File: config.mk
export PLATFORM = sky130hd
export DESIGN_NAME = coinc_seq_ctrl
export DESIGN_NICKNAME = d
export VERILOG_FILES = /design/src/rtl/coinc_seq_ctrl_pkg.sv /design/src/rtl/coinc_seq_ctrl_readout_buf.sv /design/src/rtl/coinc_seq_ctrl.sv
export SDC_FILE = /design/constraint.sdc
export NUM_CORES = 1
export LEC_CHECK = 0
export CAP_MARGIN = 20
export CORE_AREA = 3 3 103 105
export CTS_BUF_LIST = sky130_fd_sc_hd__clkbuf_16
export CTS_CLUSTER_SIZE = 25
export DETAILED_ROUTE_END_ITERATION = 7
export DIE_AREA = 0 0 106 108
export PLACE_DENSITY = 0.82
export SYNTH_ARGS = -nofsm -noshare
export SYNTH_HDL_FRONTEND = slang
export SYNTH_SLANG_ARGS = --single-unit
export TNS_END_PERCENT = 20
File: constraint.sdc
create_clock -name Clk -period 2.2 [get_ports Clk]
set_input_delay 0.55 -clock Clk [delete_from_list [all_inputs] [get_ports Clk]]
set_output_delay 0.55 -clock Clk [all_outputs]
set_load 0.03 [all_outputs]
File: src/rtl/coinc_seq_ctrl_pkg.sv
// Shared types and sizing helpers for the coincidence sequencer.
// Pair count is n*(n-1)/2; index width never collapses below 1.
package coinc_pkg;

  typedef enum logic [2:0] {
    IDLE,
    CLEAR,
    ARM,
    ACQ,
    DRAIN,
    SNAP,
    READ
  } state_t;

  localparam int DEF_NCHAN = 4;
  localparam int DEF_NBITS = 4;

  typedef logic [DEF_NCHAN-1:0][DEF_NBITS-1:0] dly_arr_t;

  function automatic int ncomb(input int n);
    return n * (n - 1) / 2;
  endfunction

  function automatic int iwidth(input int n);
    return (ncomb(n) > 1) ? $clog2(ncomb(n)) : 1;
  endfunction

endpackage

File: src/rtl/coinc_seq_ctrl_readout_buf.sv
// Snapshot of detector pair counts plus a valid/ready word sequencer.
// Shadow copy decouples readout from the live counters.
module coinc_readout_buf
  import coinc_pkg::*;
#(
  parameter int NBITS  = 4,
  parameter int NCOMB  = 6,
  parameter int IWIDTH = 3
) (
  input  logic                        clk,
  input  logic                        rst_n,
  input  logic                        snap,
  input  logic                        flush,
  input  logic [NCOMB-1:0][NBITS-1:0] counts,
  input  logic                        rd_ready,
  output logic [NBITS-1:0]            rd_data,
  output logic [IWIDTH-1:0]           rd_idx,
  output logic                        rd_valid,
  output logic                        rd_last,
  output logic                        ovf
);

  logic [NCOMB-1:0][NBITS-1:0] shadow;
  logic                        sat;
  logic                        xfer;

  always_comb begin
    sat = 1'b0;
    for (int k = 0; k < NCOMB; k++) begin
      if (counts[k] == '1) sat = 1'b1;
    end
  end

  assign xfer    = rd_valid & rd_ready;
  assign rd_last = xfer & (rd_idx == IWIDTH'(NCOMB - 1));
  assign rd_data = shadow[rd_idx];

  always_ff @(posedge clk or negedge rst_n) begin
    if (!rst_n) begin
      shadow   <= '0;
      rd_idx   <= '0;
      rd_valid <= 1'b0;
      ovf      <= 1'b0;
    end else if (flush) begin
      rd_valid <= 1'b0;
      rd_idx   <= '0;
    end else if (snap) begin
      shadow   <= counts;
      ovf      <= sat;
      rd_idx   <= '0;
      rd_valid <= 1'b1;
    end else if (xfer) begin
      if (rd_last) begin
        rd_valid <= 1'b0;
        rd_idx   <= '0;
      end else begin
        rd_idx <= rd_idx + 1'b1;
      end
    end
  end

endmodule

File: src/rtl/coinc_seq_ctrl.sv
// Run sequencer for a coincidence detector: clear, flush, gate,
// drain, snapshot and stream out the pair counters.
module coinc_seq_ctrl
  import coinc_pkg::*;
#(
  parameter  int NCHAN  = 4,
  parameter  int NBITS  = 4,
  parameter  int NREGS  = 4,
  parameter  int WWIDTH = 16,
  localparam int NCOMB  = ncomb(NCHAN),
  localparam int IWIDTH = iwidth(NCHAN)
) (
  input  logic                        Clk,
  input  logic                        Rst_n,
  input  logic                        Start,
  input  logic                        Abort,
  input  logic [WWIDTH-1:0]           WindowLen,
  input  logic [NCHAN-1:0][NBITS-1:0] DelaysCfg,
  input  logic [NCHAN-1:0]            ChanIn,
  input  logic [NCOMB-1:0][NBITS-1:0] Counts,
  output logic [NCHAN-1:0]            ChanOut,
  output logic [NCHAN-1:0][NBITS-1:0] DelaysOut,
  output logic                        DetClr,
  output logic [NBITS-1:0]            RdData,
  output logic [IWIDTH-1:0]           RdIdx,
  output logic                        RdValid,
  input  logic                        RdReady,
  output logic                        Busy,
  output logic                        Done,
  output logic                        Ovf
);

  localparam logic [WWIDTH-1:0] FLUSH_M1 = WWIDTH'(NREGS - 1);

  state_t            state;
  logic [WWIDTH-1:0] cnt;
  logic [WWIDTH-1:0] winm1;
  logic              aborting;
  logic              rd_last;
  logic              flush;

  assign flush   = Abort & (state != IDLE);
  assign ChanOut = (state == ACQ) ? ChanIn : '0;

  always_ff @(posedge Clk or negedge Rst_n) begin
    if (!Rst_n) begin
      state     <= IDLE;
      cnt       <= '0;
      winm1     <= '0;
      aborting  <= 1'b0;
      DelaysOut <= '0;
      DetClr    <= 1'b0;
      Busy      <= 1'b0;
      Done      <= 1'b0;
    end else begin
      DetClr <= 1'b0;
      Done   <= 1'b0;
      if (flush) begin
        // Abandoned runs still clear the counters before idling.
        state    <= CLEAR;
        aborting <= 1'b1;
        DetClr   <= 1'b1;
        Busy     <= 1'b1;
      end else begin
        unique case (state)
          IDLE: begin
            if (Start && !Abort) begin
              state     <= CLEAR;
              aborting  <= 1'b0;
              DetClr    <= 1'b1;
              Busy      <= 1'b1;
              DelaysOut <= DelaysCfg;
              winm1     <= (WindowLen == '0) ? '0
                                             : WindowLen - 1'b1;
            end
          end
          CLEAR: begin
            if (aborting) begin
              state    <= IDLE;
              aborting <= 1'b0;
              Busy     <= 1'b0;
            end else begin
              state <= ARM;
              cnt   <= FLUSH_M1;
            end
          end
          ARM: begin
            if (cnt == '0) begin
              state <= ACQ;
              cnt   <= winm1;
            end else begin
              cnt <= cnt - 1'b1;
            end
          end
          ACQ: begin
            if (cnt == '0) begin
              state <= DRAIN;
              cnt   <= FLUSH_M1;
            end else begin
              cnt <= cnt - 1'b1;
            end
          end
          DRAIN: begin
            if (cnt == '0) state <= SNAP;
            else           cnt   <= cnt - 1'b1;
          end
          SNAP: state <= READ;
          READ: begin
            if (rd_last) begin
              state <= IDLE;
              Busy  <= 1'b0;
              Done  <= 1'b1;
            end
          end
          default: state <= IDLE;
        endcase
      end
    end
  end

  coinc_readout_buf #(
    .NBITS  (NBITS),
    .NCOMB  (NCOMB),
    .IWIDTH (IWIDTH)
  ) u_buf (
    .clk      (Clk),
    .rst_n    (Rst_n),
    .snap     (state == SNAP),
    .flush    (flush),
    .counts   (Counts),
    .rd_ready (RdReady),
    .rd_data  (RdData),
    .rd_idx   (RdIdx),
    .rd_valid (RdValid),
    .rd_last  (rd_last),
    .ovf      (Ovf)
  );

endmodule

# After elaboration in Yosys (flattened, before gate mapping)

Cells that the tools add are included.

Input port bits: 65
Latch bits: 0
Register bits after elaboration: 84
Memory bits (writable): 0
Word-level logic and storage cells: 111
Memory bits (read-only): 0
Memories kept: 0

Bitwise logic cells: 4
Reductions and logical operators: 18
Add/sub/neg operators: 3
Mux-type cells: 44
Equality and inequality tests: 21
Order comparisons: 1
Multipliers: 0
Div/mod/pow operators: 0
Shift operators: 0

Operators with widths:

| cell                                                                  | count |
|---|---|
| 16-bit two-way mux                                                    | 5 |
| 16-bit case mux with 4 select lines                                   | 1 |
| 16-bit logical NOT                                                    | 2 |
| 16-bit by 1-bit subtractor with 16-bit output (second input constant) | 2 |
| 3-bit two-way mux                                                     | 10 |
| 4-bit == test (second input constant)                                 | 6 |
| 1-bit two-way mux                                                     | 21 |
| 3-bit case mux with 7 select lines                                    | 1 |
| 3-bit != test (second input constant)                                 | 5 |
| 4-bit binary-select mux with 3-bit select                             | 1 |
| 3-bit == test (second input constant)                                 | 4 |
| 3-bit nonzero test                                                    | 4 |
| 4-bit two-way mux                                                     | 2 |
| 4-bit AND reduction                                                   | 2 |
| 4-bit nonzero test                                                    | 2 |
| 3-bit by 2-bit == test with 1-bit output (second input constant)      | 2 |
| 2-bit AND reduction                                                   | 3 |
| 5-bit AND reduction                                                   | 1 |
| 3-bit by 4-bit < comparator with 1-bit output (second input constant) | 1 |
| 2-bit != test (second input constant)                                 | 2 |
| 3-bit by 1-bit adder with 3-bit output (second input constant)        | 1 |
| 1-bit bitwise AND                                                     | 3 |
| 3-bit by 1-bit == test with 1-bit output (second input constant)      | 1 |
| 3-bit logical NOT                                                     | 1 |
| other kinds (8)                                                       | 8 |

# Depth between registers and ports, before layout

Depth in word-level cells: 7
Gate-level depth with buffers: 8
Depth with buffers taken out: 7

# Cells and area by module

Synthesis repeated with hierarchy kept, for this count alone.

Cell total of the unflattened synthesis: 400
Area, all modules: 4518.1 um^2

Modules (own cells, without submodules):

| module            | cells an instance | area each (um^2) | instances | sequential area each (um^2) |
|---|---|---|---|---|
| coinc_seq_ctrl    | 298               | 3021.6           | 1         | 1376.3 |
| coinc_readout_buf | 102               | 1496.4           | 1         | 725.7 |

# Worst setup path after synthesis

Ideal clock, no wire load.

Path type: flip-flop to output port
Start point: register u_buf.rd_idx[0]
End point: output RdData[0]
Path slack: -0.201 ns
Data required time: 1.650 ns
Path buffers: 1
Stages on the path, launching flop included: 5
Data arrival time: 1.851 ns
Cell sequence: dfrtp_1 > clkbuf_1 > mux4_2 > inv_1 > o22ai_1

Longest elaborated chain between the ends: 2

RTL lines:

| item                                      | line                             | source |
|---|---|---|
| start, declared                           | coinc_seq_ctrl_readout_buf.sv:17 | `output logic [IWIDTH-1:0] rd_idx,` |
| start signal, assigned                    | coinc_seq_ctrl_readout_buf.sv:57 | `rd_idx <= rd_idx + 1'b1;` |
| 4-bit binary-select mux with 3-bit select | coinc_seq_ctrl_readout_buf.sv:36 | `assign rd_data = shadow[rd_idx];` |
| 4-bit two-way mux (not written as such)   | coinc_seq_ctrl_readout_buf.sv:36 |  |
| end, declared                             | coinc_seq_ctrl.sv:24             | `output logic [NBITS-1:0] RdData,` |

Every way passes these cells. The select of a mux whose other input is x is not followed.

# Final worst setup path

Start point: register cnt[0]
End point: register cnt[3]

Longest elaborated chain between the ends: 3

RTL lines:

| item                                                                                | line                  | source |
|---|---|---|
| start, declared                                                                     | coinc_seq_ctrl.sv:36  | `logic [WWIDTH-1:0] cnt;` |
| start signal, assigned                                                              | coinc_seq_ctrl.sv:90  | `cnt <= winm1;` |
| start signal, assigned                                                              | coinc_seq_ctrl.sv:92  | `cnt <= cnt - 1'b1;` |
| start signal, assigned                                                              | coinc_seq_ctrl.sv:100 | `cnt <= cnt - 1'b1;` |
| 16-bit by 1-bit subtractor with 16-bit output or 16-bit logical NOT (tied branches) | --                    |  |
| 16-bit two-way mux (tied with other cells)                                          | coinc_seq_ctrl.sv:104 | `if (cnt == '0) state <= SNAP;` |
| 16-bit case mux with 4 select lines or 4-bit AND reduction (tied branches)          | --                    |  |

Several ways; a longest one is shown, not always the timed one. The select of a mux whose other input is x is not followed.
A chain may end at the register's enable or synchronous reset.

==> summary.txt <==
Place
  • Placed cells: 692
  • Placer congestion estimate: 0.886
  • PortBufs: 96
  • DP HPWL: 9.16 mm

Worst setup path
  • CP arrival: 2.50 ns
  • Reg2Reg Depth: 9
  • Crit path kind: reg2reg
  • Crit path capture: cnt[3]$_DFFE_PN0P_
  • CP dominant cell by count: buf_4
  • Startpoint types: flop
  • CP required: 2.43 ns
  • Slowest stage delay, CP: 0.50 ns
  • Crit Path Max Fanout: 5
  • CP startpoint: cnt[0]$_DFFE_PN0P_
  • Critical-path cell list: inv_2 > ha_4 > or4b_4 > nor3_4 > a21o_4 > buf_4 > buf_4 > nor3_1 > a221o_1
  • CP Capture Type: flop
  • Critical R2R Launch: cnt[0]$_DFFE_PN0P_
  • Reg2reg end: cnt[3]$_DFFE_PN0P_
  • Slowest cell on the critical path: or4b_4
  • R2R setup slack: -0.07 ns

Status
  • Outcome: finished with violations
  • Failing checks: negative setup slack

Timing
  • Final period utilization: 103%
  • Slew headroom: 67.4%
  • Final TNS setup: -0.406 ns
  • Final worst slack: -0.0696 ns
  • Worst Skew: 0.00849 ns
  • Fmax: 441 MHz
  • Post-route minimum period: 2.27 ns
  • Fin. Hold Viols: 0
  • RSZ-0062 raised after global routing: true
  • Final Slew Violations: 0
  • Worst Max-Slew Pin Slew: 0.477 ns
  • Finish-stage setup viols: 9

Routing
  • DRT Pass-1 Iters: 5
  • # DRC: 0
  • Final wirelength: 12.8 mm
  • Routed wire per std cell: approximately 18 um
  • 1st-iter DRT viols: 412
  • Final ANT Viol Nets: 0
  • Post-DR vias/cell: approximately 5.7
  • Vias: 4122

Global routing
  • First-pass GRT wire length: 20.1 mm
  • GRT Total Usage: between 20 and 25%
  • Initial antenna violation count: 0
  • GR Overflow Total: 0
  • Vias in the first global route: 4132
  • Pin count of the biggest net entering global routing: 56

Yosys
  • Syn_area_per_cell: 10.3 um^2
  • Ys Warns: 0
  • Synth Net Count: around 500
  • Ys async rst share: 100%
  • Distinct cells, synth: 59
  • Top cells by count, synth: dfrtp_1, nand2_1, mux2_2, nor2_1, o21ai_0
  • Seq/Total Area, Yosys: between 40% and 50%
  • Post-synth EDFFs: 0
  • Top-area cell type share of the netlist area: between 40% and 50%
  • Area contributors post-synth: dfrtp_1, mux2_2, nand2_1
  • Yosys top cell by area: dfrtp_1
  • Syn Std Cell Area: 0.00442 mm^2
  • Yosys reg bits: 84
  • Top-count cell post-synth: dfrtp_1
  • Top FF cell, synth: dfrtp_1
  • Post-synthesis cell count: 428

Finish
  • Antenna diode count: 0
  • FILL cells: about 740
  • P&R area growth vs syn: 45.5%
  • Layout net count: 649
  • Fin cells: 718
  • Share of cells above drive strength 1: 28.2%

Clock tree
  • CTS tree: yes
  • Clock Sinks: 84
  • Max Buffers Root-to-Sink: 2
  • Root buf cell: clkbuf_16
  • Htree depth: 3
  • Worst skew pair latency: approximately 0.34 ns
  • CTS clk-pin slew, worst paths: 0.07 ns
  • Num CTS Buffers: 9

Floorplanning
  • Die ar.: 0.0114 mm^2
  • IO Pins: between 90 and 100
  • Starting Density: between 40% and 50%
  • Core region area: 0.00973 mm^2
  • Die H: roughly 110 um
  • Die width: approximately 110 um
  • Rows: 36

Pwr
  • Leakage: slightly below 3 nW
  • PwrDens: around 1200 mW/mm^2
  • Max rail drop VDD: 0.893 mV
  • Total Power: 0.00788 W

Min path
  • HP Class: in2async

Flow run
  • Maxcap violations: 0
==> worst min-delay path by stage <==
stage / endpoint / slack, ns / cells after the start
floorplan: Busy$_DFFE_PN0P_ / 0.25 / 0
global placement: winm1[9]$_DFFE_PN0P_ / 0.47 / 2
detailed placement: winm1[9]$_DFFE_PN0P_ / 0.47 / 2
global route: u_buf.shadow[0]$_DFFE_PN0P_ / 0.16 / 1
finish: u_buf.shadow[0]$_DFFE_PN0P_ / 0.14 / 1
CTS: u_buf.shadow[0]$_DFFE_PN0P_ / 0.16 / 1
==> layout by cell type, fill, tap and decap left out, types with 5 or more instances in the layout <==
cell type        synthesis  routed
a21oi_1                 12      12
a221o_1                  5       5
a31oi_1                  7       6
and3_1                   7       7
buf_4                    2      63
buf_6                    1       8
clkbuf_16                0       9
clkdlybuf4s50_1          0      84
dfrtp_1                 84      83
inv_1                   18      15
mux2_2                  40      40
mux2i_1                  7       6
nand2_1                 42      39
nand3_1                  6       6
nand4_1                  8       8
nor2_1                  27      27
nor3_1                  17      17
o211ai_1                 7       7
o21ai_0                 24      24
xnor2_1                  7       7
==> critical path, delay by kind of cell (launching register included) <==
kind / cells / cell delay [ns]
buffers and inverters: 3 / 0.30
DFF: 1 / 0.39
and+or+nand+nor: 3 / 0.86
adders and majority gates: 1 / 0.13
AOI/OAI and AO/OA: 2 / 0.47
==> per-layer routing <==
metal	global-route usage (%)	vias up	routed length, um
li1	-	1886	-
met1	27.8	2011	5090
met2	36.9	179	6420
met3	5.31	46	887
met4	8.14	0	398
met5	0	-	0
==> through the flow <==
stage	hold slack, ns	area, um^2	setup slack [ns]	util (%)
global placement	0.466	5900	-0.0880	60.7
finish	0.140	6430	-0.0696	66.1
floorplan	0.254	4430	-0.00771	-
global route	0.162	6430	-0.154	66.1
CTS	0.160	6240	-0.0670	64.2
detailed placement	0.472	5900	-0.124	60.7
==> flip-flops by register name (all words and copies together) (netlist names) <==
| signal | cells |
|---|---|
| DetClr | 1 |
| u_buf.ovf | 1 |
| u_buf.shadow | 24 |
| aborting | 1 |
| Busy | 1 |
| state | 3 |
| u_buf.rd_valid | 1 |
| DelaysOut | 16 |
| Done | 1 |
| winm1 | 16 |
| u_buf.rd_idx | 3 |
| cnt | 16 |
==> cell families after synthesis <==
family          Yosys count  synth area share (%)
simple gates            145                  17.4
fa+ha+maj                 4                  1.13
mux                      51                  13.8
compound gates           93                  14.1
flops                    84                  47.6
xor+xnor                 11                  2.18
buf+inv                  40                  3.85
==> report_power, final <==
part / total (W) / switching (W) / internal, W / leakage, nW
clock network: 0.00166 / 0.000653 / 0.00100 / 0.159
registers: 0.00253 / 0.000427 / 0.00210 / 1.09
logic: 0.00370 / 0.00203 / 0.00167 / 1.64
total: 0.00788 / 0.00311 / 0.00477 / 2.89
==> timing repair <==
action,4_1_cts,5_1_grt
gates resized for setup,28,33
pin swaps,1,7
setup endpoints to repair,19,24
hold buffers,0,0
buffers inserted,0,10
endpoints found under the hold margin,0,0
==> area by class of cell <==
type	instances	area [um^2]	area share, %
Multi-Input combinational cell	304	2260	35.2
Clock buffer	9	225	3.50
Timing Repair Buffer	163	1510	23.4
Clock inverter	7	100	1.56
Tap cell	133	166	2.59
Inverter	18	67.6	1.05
Sequential cell	84	2100	32.7
No activity file was read; power rests on OpenSTA's default activity.
